--- src/rtl/instruction_issue_if.sv ---
// FIFO read-port and execution issue-port signals for instruction_issue.
// The master modport is the issue block's view; slave is the environment's view.
interface instruction_issue_if;
    logic        fifo_valid;
    logic [31:0] fifo_data;
    logic        fifo_pop;
    logic        issue_valid;
    logic [31:0] issue_instr;
    logic        issue_ready;

    modport master (
        input  fifo_valid, fifo_data, issue_ready,
        output fifo_pop, issue_valid, issue_instr
    );

    modport slave (
        output fifo_valid, fifo_data, issue_ready,
        input  fifo_pop, issue_valid, issue_instr
    );
endinterface

--- src/rtl/instruction_issue.sv ---
// Pops a show-ahead instruction FIFO into a 2-entry skid buffer and issues over valid/ready.
// Fetching stops after a HALT opcode until resume; issue and stall counts are kept for the host.
module instruction_issue #(
    parameter logic [5:0] HALT_OPCODE = 6'h3F,
    parameter int         CNT_WIDTH   = 16
) (
    input  logic                 clk,
    input  logic                 rst_n,
    input  logic                 enable,
    input  logic                 resume,
    input  logic                 clr_stats,
    instruction_issue_if.master  bus,
    output logic                 halted,
    output logic [CNT_WIDTH-1:0] issued_count,
    output logic [CNT_WIDTH-1:0] stall_count
);

    typedef enum logic [1:0] {
        IDLE   = 2'd0,
        RUN    = 2'd1,
        HALTED = 2'd2
    } state_t;

    state_t               state_q, state_d;
    logic [1:0]           cnt_q, cnt_d;
    logic [31:0]          buf0_q, buf0_d;
    logic [31:0]          buf1_q, buf1_d;
    logic [CNT_WIDTH-1:0] issued_q, issued_d;
    logic [CNT_WIDTH-1:0] stall_q, stall_d;

    logic pop;
    logic issue;
    logic is_halt_word;

    // Enable gates the pop so nothing is fetched on the edge that leaves RUN.
    assign pop          = (state_q == RUN) && enable && bus.fifo_valid && (cnt_q != 2'd2);
    assign issue        = (cnt_q != 2'd0) && bus.issue_ready;
    assign is_halt_word = (bus.fifo_data[31:26] == HALT_OPCODE);

    always_comb begin
        cnt_d  = cnt_q;
        buf0_d = buf0_q;
        buf1_d = buf1_q;
        case ({pop, issue})
            2'b11: begin
                // A pop only happens with room, so cnt is 1 here: the new word becomes the head.
                buf0_d = bus.fifo_data;
            end
            2'b10: begin
                if (cnt_q == 2'd0) begin
                    buf0_d = bus.fifo_data;
                end else begin
                    buf1_d = bus.fifo_data;
                end
                cnt_d = cnt_q + 2'd1;
            end
            2'b01: begin
                buf0_d = buf1_q;
                cnt_d  = cnt_q - 2'd1;
            end
            default: ;
        endcase
    end

    always_comb begin
        state_d = state_q;
        case (state_q)
            IDLE: begin
                if (enable) begin
                    state_d = RUN;
                end
            end
            RUN: begin
                if (!enable) begin
                    state_d = IDLE;
                end else if (pop && is_halt_word) begin
                    state_d = HALTED;
                end
            end
            HALTED: begin
                if (resume) begin
                    state_d = enable ? RUN : IDLE;
                end
            end
            default: state_d = IDLE;
        endcase
    end

    always_comb begin
        issued_d = issued_q;
        stall_d  = stall_q;
        if (clr_stats) begin
            issued_d = '0;
            stall_d  = '0;
        end else begin
            if (issue) begin
                issued_d = issued_q + CNT_WIDTH'(1);
            end
            if ((cnt_q != 2'd0) && !bus.issue_ready && (stall_q != '1)) begin
                stall_d = stall_q + CNT_WIDTH'(1);
            end
        end
    end

    always_ff @(posedge clk or negedge rst_n) begin
        if (!rst_n) begin
            state_q  <= IDLE;
            cnt_q    <= 2'd0;
            buf0_q   <= 32'h0;
            buf1_q   <= 32'h0;
            issued_q <= '0;
            stall_q  <= '0;
        end else begin
            state_q  <= state_d;
            cnt_q    <= cnt_d;
            buf0_q   <= buf0_d;
            buf1_q   <= buf1_d;
            issued_q <= issued_d;
            stall_q  <= stall_d;
        end
    end

    assign bus.fifo_pop    = pop;
    assign bus.issue_valid = (cnt_q != 2'd0);
    assign bus.issue_instr = buf0_q;
    assign halted          = (state_q == HALTED) && (cnt_q == 2'd0);
    assign issued_count    = issued_q;
    assign stall_count     = stall_q;

endmodule

--- src/flat_wrapper.sv ---
// flat-port wrapper written by rule: the top's interface ports become plain ports
module instruction_issue_flat 
#(
    parameter logic [5:0] HALT_OPCODE = 6'h3F,
    parameter int         CNT_WIDTH   = 16
)
  (clk, rst_n, enable, resume, clr_stats, halted, issued_count, stall_count, bus_fifo_valid, bus_fifo_data, bus_issue_ready, bus_fifo_pop, bus_issue_valid, bus_issue_instr);
  instruction_issue_if bus_i ();
  input  logic clk;
  input  logic rst_n;
  input  logic enable;
  input  logic resume;
  input  logic clr_stats;
  output logic halted;
  output logic [CNT_WIDTH-1:0] issued_count;
  output logic [CNT_WIDTH-1:0] stall_count;
  input wire logic [$bits(bus_i.fifo_valid)-1:0] bus_fifo_valid;
  input wire logic [$bits(bus_i.fifo_data)-1:0] bus_fifo_data;
  input wire logic [$bits(bus_i.issue_ready)-1:0] bus_issue_ready;
  output wire logic [$bits(bus_i.fifo_pop)-1:0] bus_fifo_pop;
  output wire logic [$bits(bus_i.issue_valid)-1:0] bus_issue_valid;
  output wire logic [$bits(bus_i.issue_instr)-1:0] bus_issue_instr;
  assign bus_i.fifo_valid = bus_fifo_valid;
  assign bus_i.fifo_data = bus_fifo_data;
  assign bus_i.issue_ready = bus_issue_ready;
  assign bus_fifo_pop = bus_i.fifo_pop;
  assign bus_issue_valid = bus_i.issue_valid;
  assign bus_issue_instr = bus_i.issue_instr;
  instruction_issue #(.HALT_OPCODE(HALT_OPCODE), .CNT_WIDTH(CNT_WIDTH)) u_core (.clk(clk), .rst_n(rst_n), .enable(enable), .resume(resume), .clr_stats(clr_stats), .bus(bus_i), .halted(halted), .issued_count(issued_count), .stall_count(stall_count));
endmodule
--- config.mk ---
export PLATFORM = sky130hd
export DESIGN_NAME = instruction_issue_flat
export DESIGN_NICKNAME = d
export VERILOG_FILES = /design/src/rtl/instruction_issue_if.sv /design/src/rtl/instruction_issue.sv /design/src/flat_wrapper.sv
export SDC_FILE = /design/constraint.sdc
export NUM_CORES = 1
export LEC_CHECK = 0
export CORE_MARGIN = 1.5
export CORE_UTILIZATION = 30
export DETAILED_ROUTE_END_ITERATION = 8
export PLACE_DENSITY = 0.5
export SYNTH_ARGS = -nofsm -noshare
export SYNTH_HDL_FRONTEND = slang
export SYNTH_SLANG_ARGS = --single-unit
--- constraint.sdc ---
create_clock -name clk -period 2.5 [get_ports clk]
set_input_delay 0.5 -clock clk [delete_from_list [all_inputs] [get_ports clk]]
set_output_delay 0.5 -clock clk [all_outputs]
set_load 0.005 [all_outputs]
==> results.ini, run 1 <==
[drt]
drc=0
wl_per_cell_um=15.5
vias=3545
viasPerCell=4.92
routed_wl_mm=11.2
drtIter0Drc=149
antenna_left=0
firstDrtPassIters=4

[logic_synthesis]
syn_nets=461
synth_area_um2=4630
synth_edf_count=0
postSynthCellCount=418
ys_top_cells_by_area=dfrtp_1 (54%), mux2_2 (8.7%), mux2i_1 (7.1%)
async_reset_ff_share_pct=100
synth_common_cells=dfrtp_1 (100), nand2_1 (50), o21ai_0 (38), mux2_2 (36), mux2i_1 (33)
yosysTopAreaCell=dfrtp_1
netlist-cell-type-count=46
netlist.area_leader.share_pct=54.0
ys_seq_area_share_pct=54.0
avgSynthCellArea_um2=11.1
yosysWarnings=0
ys.flop_type=dfrtp_1
post-synth-top-count-cell=dfrtp_1
synth_seq_cells=100

[timing]
relSlewSlack_pct=54.6
setup_violations=0
finalSetupTns_ns=0
min_period_ns=2.36
hold_viol=0
max_freq_ghz=0.424
fin_crit_sh_pct=94.3
setup_ws_ns=0.143
finalMaxSlewViolations=0
rsz0062_at_grt=no
skew_ns=0.00586
worst_slew_pin_slew_ns=0.663

[layout]
fin_cells=720
final_core_util_pct=41.4
layout-drive-gt1-share_pct=15.0
nNetsFinal=571
diodes=0
fill_cells=1449
area_growth_pct=35.5

[floorplan]
io_pins=106
die_w_um=127
core_um2=15100
rows=45
initial_core_util_pct=30.6
dieArea_um2=16200
die_h_um=127

[critical_path]
cp-start-kind=register
crit_type=register to output port
worstPathRequired_ns=2.00
rr_endpoint=u_core.stall_count[14]$_DFFE_PN0P_
end_kind=output port
critPathLaunch=u_core.cnt_q[1]$_DFFE_PN0P_
reg2reg_from=u_core.stall_count[0]$_DFFE_PN0P_
r2r_setup_slack_ns=0.48
worstPathMaxFanout=9
r2r_cells=5
critPathCapture=halted
crit_arrival_ns=1.86

[grt]
antenna_found_initial=1
top_usage_layer=met2
grtUsageMet3_pct=4.48
grt_util_met1_pct=18.7
met2_usage_pct=23.0
grt_pass1_vias=3590
grt_max_degree=65
grt_pass1_wl_mm=18.5
grt_usage_pct=14.6
grt_overflow_total=0

[cts]
h-tree-depth=3
cts.sinks=100
cts_resized=0
post_cts_buffers=0
path_clk_slew_ns=0.06
cts_inserted_buffers=9
hold_buffers=0
clock_latency_ns=0.35
cts_buffer_depth=2
cts_root_buf=clkbuf_16
tritoncts=done

[power]
ir_worst_vdd_v=0.000429
leakage_nw=2.61
power_density_nw_per_um2=909
power.total_mw=5.71

[place]
pre_cts_ws_ns=-0.00705
dp.cells=705
hpwl_mm=7.59
gp_congestion=0.777
numPortBuffers=105

[run_status]
outcome=finished clean

[hold_path]
hold_path_class=input port to async pin

[job]
cap_violations=0

==> critical path, cell delays in order, from the launching register on <==
cell	delay, ns
dfrtp_1	0.50
or2_2	0.40
nor2_1	0.11
clkdlybuf4s50_1	0.50
==> flip-flops by register name (all words and copies together) (netlist names) <==
signal and flops:
u_core.bus.issue_instr 32, u_core.issued_count 16, u_core.buf1_q 32, u_core.stall_count 16
u_core.cnt_q 2, u_core.state_q 2
==> how the worst min path moves through the flow <==
| stage | startpoint | end | cells past startpoint |
|---|---|---|---|
| floorplan | rst_n | u_core.buf1_q[0]$_DFFE_PN0P_ | 0 |
| global placement | u_core.bus.issue_instr[8]$_DFFE_PN0P_ | u_core.bus.issue_instr[8]$_DFFE_PN0P_ | 2 |
| detailed placement | u_core.bus.issue_instr[4]$_DFFE_PN0P_ | u_core.bus.issue_instr[4]$_DFFE_PN0P_ | 2 |
| CTS | rst_n | u_core.stall_count[13]$_DFFE_PN0P_ | 1 |
| global route | rst_n | u_core.bus.issue_instr[28]$_DFFE_PN0P_ | 1 |
| finish | rst_n | u_core.stall_count[13]$_DFFE_PN0P_ | 1 |
==> cells by family (layout without fill, tap and decap cells) <==
| family | count (synthesis) | in the layout | synth area share (%) |
|---|---|---|---|
| buf+inv | 29 | 143 | 3.35 |
| mux | 69 | 69 | 15.9 |
| fa+ha+maj | 4 | 4 | 1.08 |
| simple gates | 137 | 137 | 14.8 |
| flops | 100 | 100 | 54.0 |
| xor+xnor | 15 | 15 | 2.84 |
| compound gates | 64 | 64 | 8.02 |
==> layer usage <==
metal	wire length, um	share of wire (%)	vias to the layer above
li1	-	-	1705
met4	191	1.7	2
met2	4950	44	92
met1	5240	47	1732
met3	768	6.9	14
met5	13	0.12	-
==> through the flow <==
| step | hold slack (ns) | instance area [um^2] |
|---|---|---|
| after floorplan | 0.204 | 4630 |
| after global placement | 0.464 | 5960 |
| after detailed placement | 0.470 | 5960 |
| after CTS | 0.132 | 6270 |
| after global routing | 0.152 | 6280 |
| final | 0.111 | 6280 |
==> cells in the final DEF, fill, tap and decap left out, drive strengths merged, types with 3 or more instances in the layout <==
master,instances
a21oi,11
buf,17
clkbuf,12
clkdlybuf4s50,103
dfrtp,100
ha,4
inv,7
mux2,36
mux2i,33
nand2,50
nand3,7
nand4,10
nor2,25
nor2b,4
nor3,11
nor4,9
o21ai,38
or2,3
or3,6
xnor2,10
xor2,5
==> layout make-up <==
type / instances / area, um^2 / area share (%)
tap: 188 / 235 / 3.75
inverter: 7 / 26.3 / 0.419
clock inverter: 3 / 45.0 / 0.718
multi-input combinational: 289 / 1980 / 31.5
sequential: 100 / 2500 / 39.9
clock buffer: 12 / 267 / 4.25
timing repair buffer: 121 / 1220 / 19.5
==> power breakdown <==
group / switching [mW] / internal (mW) / total (mW)
registers: 0.336 / 2.15 / 2.49
clock network: 0.612 / 0.853 / 1.46
logic: 0.696 / 1.06 / 1.75
(Power assumes the default switching activity.)
==> run 2, diff against run 1 <==
--- a/config.mk
+++ b/config.mk
@@ -5,6 +5,7 @@
 export SDC_FILE = /design/constraint.sdc
 export NUM_CORES = 1
 export LEC_CHECK = 0
+export CORE_ASPECT_RATIO = 0.7
 export CORE_MARGIN = 1.5
 export CORE_UTILIZATION = 30
 export DETAILED_ROUTE_END_ITERATION = 8
==> run 2 against run 1 <==
  * Critical path depth is 2 higher
  * Flip-flop and latch count unchanged
  * Hold slack got worse by 0.0021 ns
  * Utilization increased by 0.65 points
  * Final cell count grew 1.3%
  * Via count decreased by 0.62%
  * Largest power group unchanged
  * Cell area barely moved
  * Maximum frequency is 2.3% lower
  * Critical path type is now input port to output port
  * Clock skew is 0.00086 ns higher
==> results.ini, run 2 (synthesis gave the netlist of run 1 again) <==
[cts]
cts_inserted_buffers=9
cts_resized=0
clock_latency_ns=0.34
cts_root_buf=clkbuf_16
cts.sinks=100
path_clk_slew_ns=0.07
cts_buffer_depth=2
hold_buffers=0
tritoncts=done
h-tree-depth=3
post_cts_buffers=0

[critical_path]
critPathSlowestCell=clkdlybuf4s50_1
r2r_cells=5
worstPathMaxFanout=3
cp-start-kind=input port
crit_type=input port to output port
end_kind=output port
crit_path_max_incr_delay_ns=0.50
worstPathCellList=clkdlybuf4s50_1 -> nand4b_1 -> a21o_1 -> inv_1 -> clkdlybuf4s50_1
worstPathRequired_ns=2.00
crit_arrival_ns=1.91
cp_common_cell=clkdlybuf4s50_1

[drt]
drc=0
drt-met1-wl_mm=5.54
drtIter0Drc=143
firstDrtPassIters=4
antenna_left=0
wl_met3_um=514
wl_per_cell_um=15.3
viasPerCell=4.83
vias=3523
top_layer=met4
wl_met2_mm=5.02
routed_wl_mm=11.2

[hold_path]
hold_path_class=input port to async pin

[timing]
finalMaxSlewViolations=0
hold_viol=0
min_period_ns=2.41
whs_ns=0.109
relSlewSlack_pct=58.4
max_freq_ghz=0.414
skew_ns=0.00673
setup_violations=0
fin_crit_sh_pct=96.5
finalSetupTns_ns=0
rsz0062_at_grt=no
worst_slew_pin_slew_ns=0.619

[layout]
fin_cells=729
area_growth_pct=35.4
nNetsFinal=572
layout_common_cells=clkdlybuf4s50_1 (104), dfrtp_1 (100), nand2_1 (50), o21ai_0 (38), mux2_2 (36)
layout-drive-gt1-share_pct=15.2
final_common_cell=clkdlybuf4s50_1
diodes=0

[place]
numPortBuffers=105
gp_congestion=0.810
hpwl_mm=7.82
dp.cells=713

[grt]
grt_pass1_wl_mm=18.0
grt_max_degree=65
grt_pass1_vias=3513
grt_overflow_total=0
antenna_found_initial=0
grt_usage_pct=14.4

[job]
cap_violations=0

[floorplan]
io_pins=106
die_w_um=152
core_um2=14900
rows=37
dieArea_um2=16200
die_h_um=107
initial_core_util_pct=31.1

[run_status]
outcome=finished clean

[power]
power_density_nw_per_um2=888
leakage_nw=2.59
power.total_mw=5.57
ir_worst_vdd_v=0.000340

run 2: where the power goes:
| part | internal (mW) | switching (mW) |
|---|---|---|
| sequential | 2.15 | 0.332 |
| clock | 0.694 | 0.644 |
| combinational | 1.07 | 0.686 |
| total | 3.91 | 1.66 |
run 2: routing by layer:
metal  track usage, %  vias to the layer above
li1                 -                     1715
met1             20.7                     1721
met2             21.8                       81
met3             3.23                        6
met4             3.64                        0
met5                0                        -
run 2: path summary, 6_finish.rpt:
path | start | endpoint | slack [ns]
max | enable | bus_fifo_pop | 0.09
min | rst_n | u_core.issued_count[10]$_DFFE_PN0P_ | 0.11
max reg2reg | u_core.stall_count[0]$_DFFE_PN0P_ | u_core.stall_count[14]$_DFFE_PN0P_ | 0.43
min reg2reg | u_core.bus.issue_instr[13]$_DFFE_PN0P_ | u_core.bus.issue_instr[13]$_DFFE_PN0P_ | 0.48
max in group asynchronous | rst_n | u_core.stall_count[9]$_DFFE_PN0P_ | 1.75
min in group clk | u_core.bus.issue_instr[13]$_DFFE_PN0P_ | u_core.bus.issue_instr[13]$_DFFE_PN0P_ | 0.48
run 2: final cells by class:
| cell class | instances | area (um^2) |
|---|---|---|
| tap | 195 | 244 |
| timing repair buffer | 122 | 1240 |
| clock buffer | 10 | 229 |
| inverter | 7 | 26.3 |
| fill | 1435 | 8630 |
| clock inverter | 6 | 53.8 |
| sequential | 100 | 2500 |
| multi-input combinational | 289 | 1980 |
run 2: worst max-delay path: cells and delay by family:
family	cells	cell delay [ns]
compound gates	1	0.21
buf+inv	3	1.07
simple gates	1	0.13
run 2: stage by stage:
stage | setup WS (ns) | area (um^2) | util [%]
floorplan | 0.445 | 4630 | -
global placement | 0.0246 | 5990 | 40.2
detailed placement | 0.0248 | 5990 | 40.2
CTS | 0.0787 | 6270 | 42.1
global route | 0.0260 | 6270 | 42.1
finish | 0.0874 | 6270 | 42.1
==> run 3, diff against run 2 <==
--- a/config.mk
+++ b/config.mk
@@ -6,9 +6,11 @@
 export NUM_CORES = 1
 export LEC_CHECK = 0
 export CORE_ASPECT_RATIO = 0.7
-export CORE_MARGIN = 1.5
+export CORE_MARGIN = 3
 export CORE_UTILIZATION = 30
 export DETAILED_ROUTE_END_ITERATION = 8
+export GPL_ROUTABILITY_DRIVEN = 0
+export HOLD_SLACK_MARGIN = 0.1
 export PLACE_DENSITY = 0.5
 export SYNTH_ARGS = -nofsm -noshare
 export SYNTH_HDL_FRONTEND = slang
==> run 3 against run 2 <==
  * Cell area increased by 0.38%
  * Largest cell class unchanged
  * Highest routed layer unchanged
  * Die area increased by 4.8%
  * Combinational power about the same
  * Setup slack improved by 0.022 ns
  * Via count decreased by 2.4%
  * Global-route usage decreased by 1.2 points
  * Flip-flop and latch count unchanged
  * Count of clock-buffer cells in the layout decreased by 1
  * Sequential power about the same
  * Non-clock buffer count decreased by 2
==> results.ini, run 3 (synthesis gave the netlist of run 1 again) <==
[critical_path]
r2r_cells=5
reg2reg_from=u_core.stall_count[0]$_DFFE_PN0P_
r2r_setup_slack_ns=0.40
worstPathMaxFanout=3
crit_arrival_ns=1.89
crit_type=input port to output port
cp-start-kind=input port
worstPathRequired_ns=2.00
end_kind=output port
rr_endpoint=u_core.stall_count[14]$_DFFE_PN0P_

[cts]
cts_buffer_depth=2
post_cts_buffers=0
tritoncts=done
cts.sinks=100
cts_inserted_buffers=9
path_clk_slew_ns=0.07
cts_root_buf=clkbuf_16
hold_buffers=0
cts_resized=0
h-tree-depth=3
clock_latency_ns=0.34

[floorplan]
rows=37
die_w_um=155
initial_core_util_pct=31.1
dieArea_um2=17000
io_pins=106
die_h_um=110
core_um2=14900

[layout]
fin_cells=726
layout_common_cells=clkdlybuf4s50_1 (104), dfrtp_1 (100), nand2_1 (50), o21ai_0 (38), mux2_2 (36)
nNetsFinal=570
area_growth_pct=35.9
diodes=0
fill_cells=1446
final_core_util_pct=42.2
final_common_cell=clkdlybuf4s50_1
layout-drive-gt1-share_pct=14.9

[run_status]
outcome=finished clean

[grt]
grt_pass1_vias=3377
grt_usage_pct=13.1
grt_overflow_total=0
grt_pass1_wl_mm=17.9
top_usage_layer=met2
grtUsageMet3_pct=2.85
grt_max_degree=101
grt_util_met1_pct=18.5
antenna_found_initial=0
met2_usage_pct=20.8

[timing]
min_period_ns=2.39
hold_viol=0
relSlewSlack_pct=61.9
max_freq_ghz=0.418
fin_crit_sh_pct=95.6
finalSetupTns_ns=0
setup_violations=0
worst_slew_pin_slew_ns=0.566
setup_ws_ns=0.109
finalMaxSlewViolations=0
skew_ns=0.0111
rsz0062_at_grt=no

[power]
internal_power_mw=4.11
switching_share_pct=28.6
p_clk_share_pct=26.3
ir_worst_vdd_v=0.000381
leakage_nw=2.60
switchingPower_mw=1.64
combPwrFrac_pct=30.7
pwr-share-seq_pct=43.0
power_density_nw_per_um2=913

[place]
pre_cts_ws_ns=0.0145
dp.cells=711
numPortBuffers=105
hpwl_mm=7.50

[drt]
routed_wl_mm=10.9
vias=3439
firstDrtPassIters=4
drc=0
viasPerCell=4.74
drtIter0Drc=108
antenna_left=0
wl_per_cell_um=15.0

[job]
cap_violations=0

[hold_path]
hold_path_class=input port to async pin

[run 3: cell count changes in the layout (fill, tap and decap cells not counted)]
cell       change
buf_4          -2
bufinv_16      +2
clkbuf_1       -1
clkinv_4       -2
[run 3: routing by layer]
layer	share of wire, %	up-vias
met1	50	1683
met4	0.79	0
met2	46	54
li1	-	1697
met5	0	-
met3	3.4	5
[run 3: worst max-delay path: stages]
cell and delay [ns]:
clkdlybuf4s50_1 0.48, nand4b_1 0.13, a21o_1 0.20, inv_1 0.08, clkdlybuf4s50_1 0.50
[run 3: layout make-up]
| type | count | area (um^2) | share of cell area [%] |
|---|---|---|---|
| Inverter | 7 | 26.3 | 0.417 |
| Tap cell | 195 | 244 | 3.87 |
| Sequential cell | 100 | 2500 | 39.7 |
| Clock buffer | 9 | 225 | 3.58 |
| Multi-Input combinational cell | 289 | 1980 | 31.4 |
| Clock inverter | 6 | 96.3 | 1.53 |
| Timing Repair Buffer | 120 | 1220 | 19.4 |
[run 3: how the worst max path moves through the flow]
stage | from | to | slack [ns] | cells after the start
2_1_floorplan | bus_issue_ready | u_core.bus.issue_instr[15]$_DFFE_PN0P_ | 0.45 | 7
3_3_place_gp | bus_issue_ready | u_core.stall_count[14]$_DFFE_PN0P_ | 0.03 | 5
3_5_place_dp | bus_issue_ready | u_core.stall_count[14]$_DFFE_PN0P_ | 0.01 | 5
4_1_cts | enable | bus_fifo_pop | 0.09 | 5
5_1_grt | enable | bus_fifo_pop | 0.03 | 5
6_report | enable | bus_fifo_pop | 0.11 | 5
[run 3: power by group through the flow]
| stage | clock network [mW] | registers, mW | logic, mW |
|---|---|---|---|
| after global placement | 0 | 2.48 | 1.77 |
| after CTS | 1.57 | 2.48 | 1.81 |
| after floorplan | 0 | 2.43 | 0.954 |
| after global routing | 1.64 | 2.55 | 1.96 |
| after detailed placement | 0 | 2.51 | 1.80 |
| final | 1.51 | 2.47 | 1.77 |
[run 3: through the flow]
step	total power, mW	instance area [um^2]	hold WS [ns]
2_1_floorplan	3.38	4630	0.204
3_3_place_gp	4.25	5980	0.462
3_5_place_dp	4.31	5980	0.474
4_1_cts	5.86	6300	0.248
5_1_grt	6.15	6300	0.239
6_report	5.75	6300	0.187
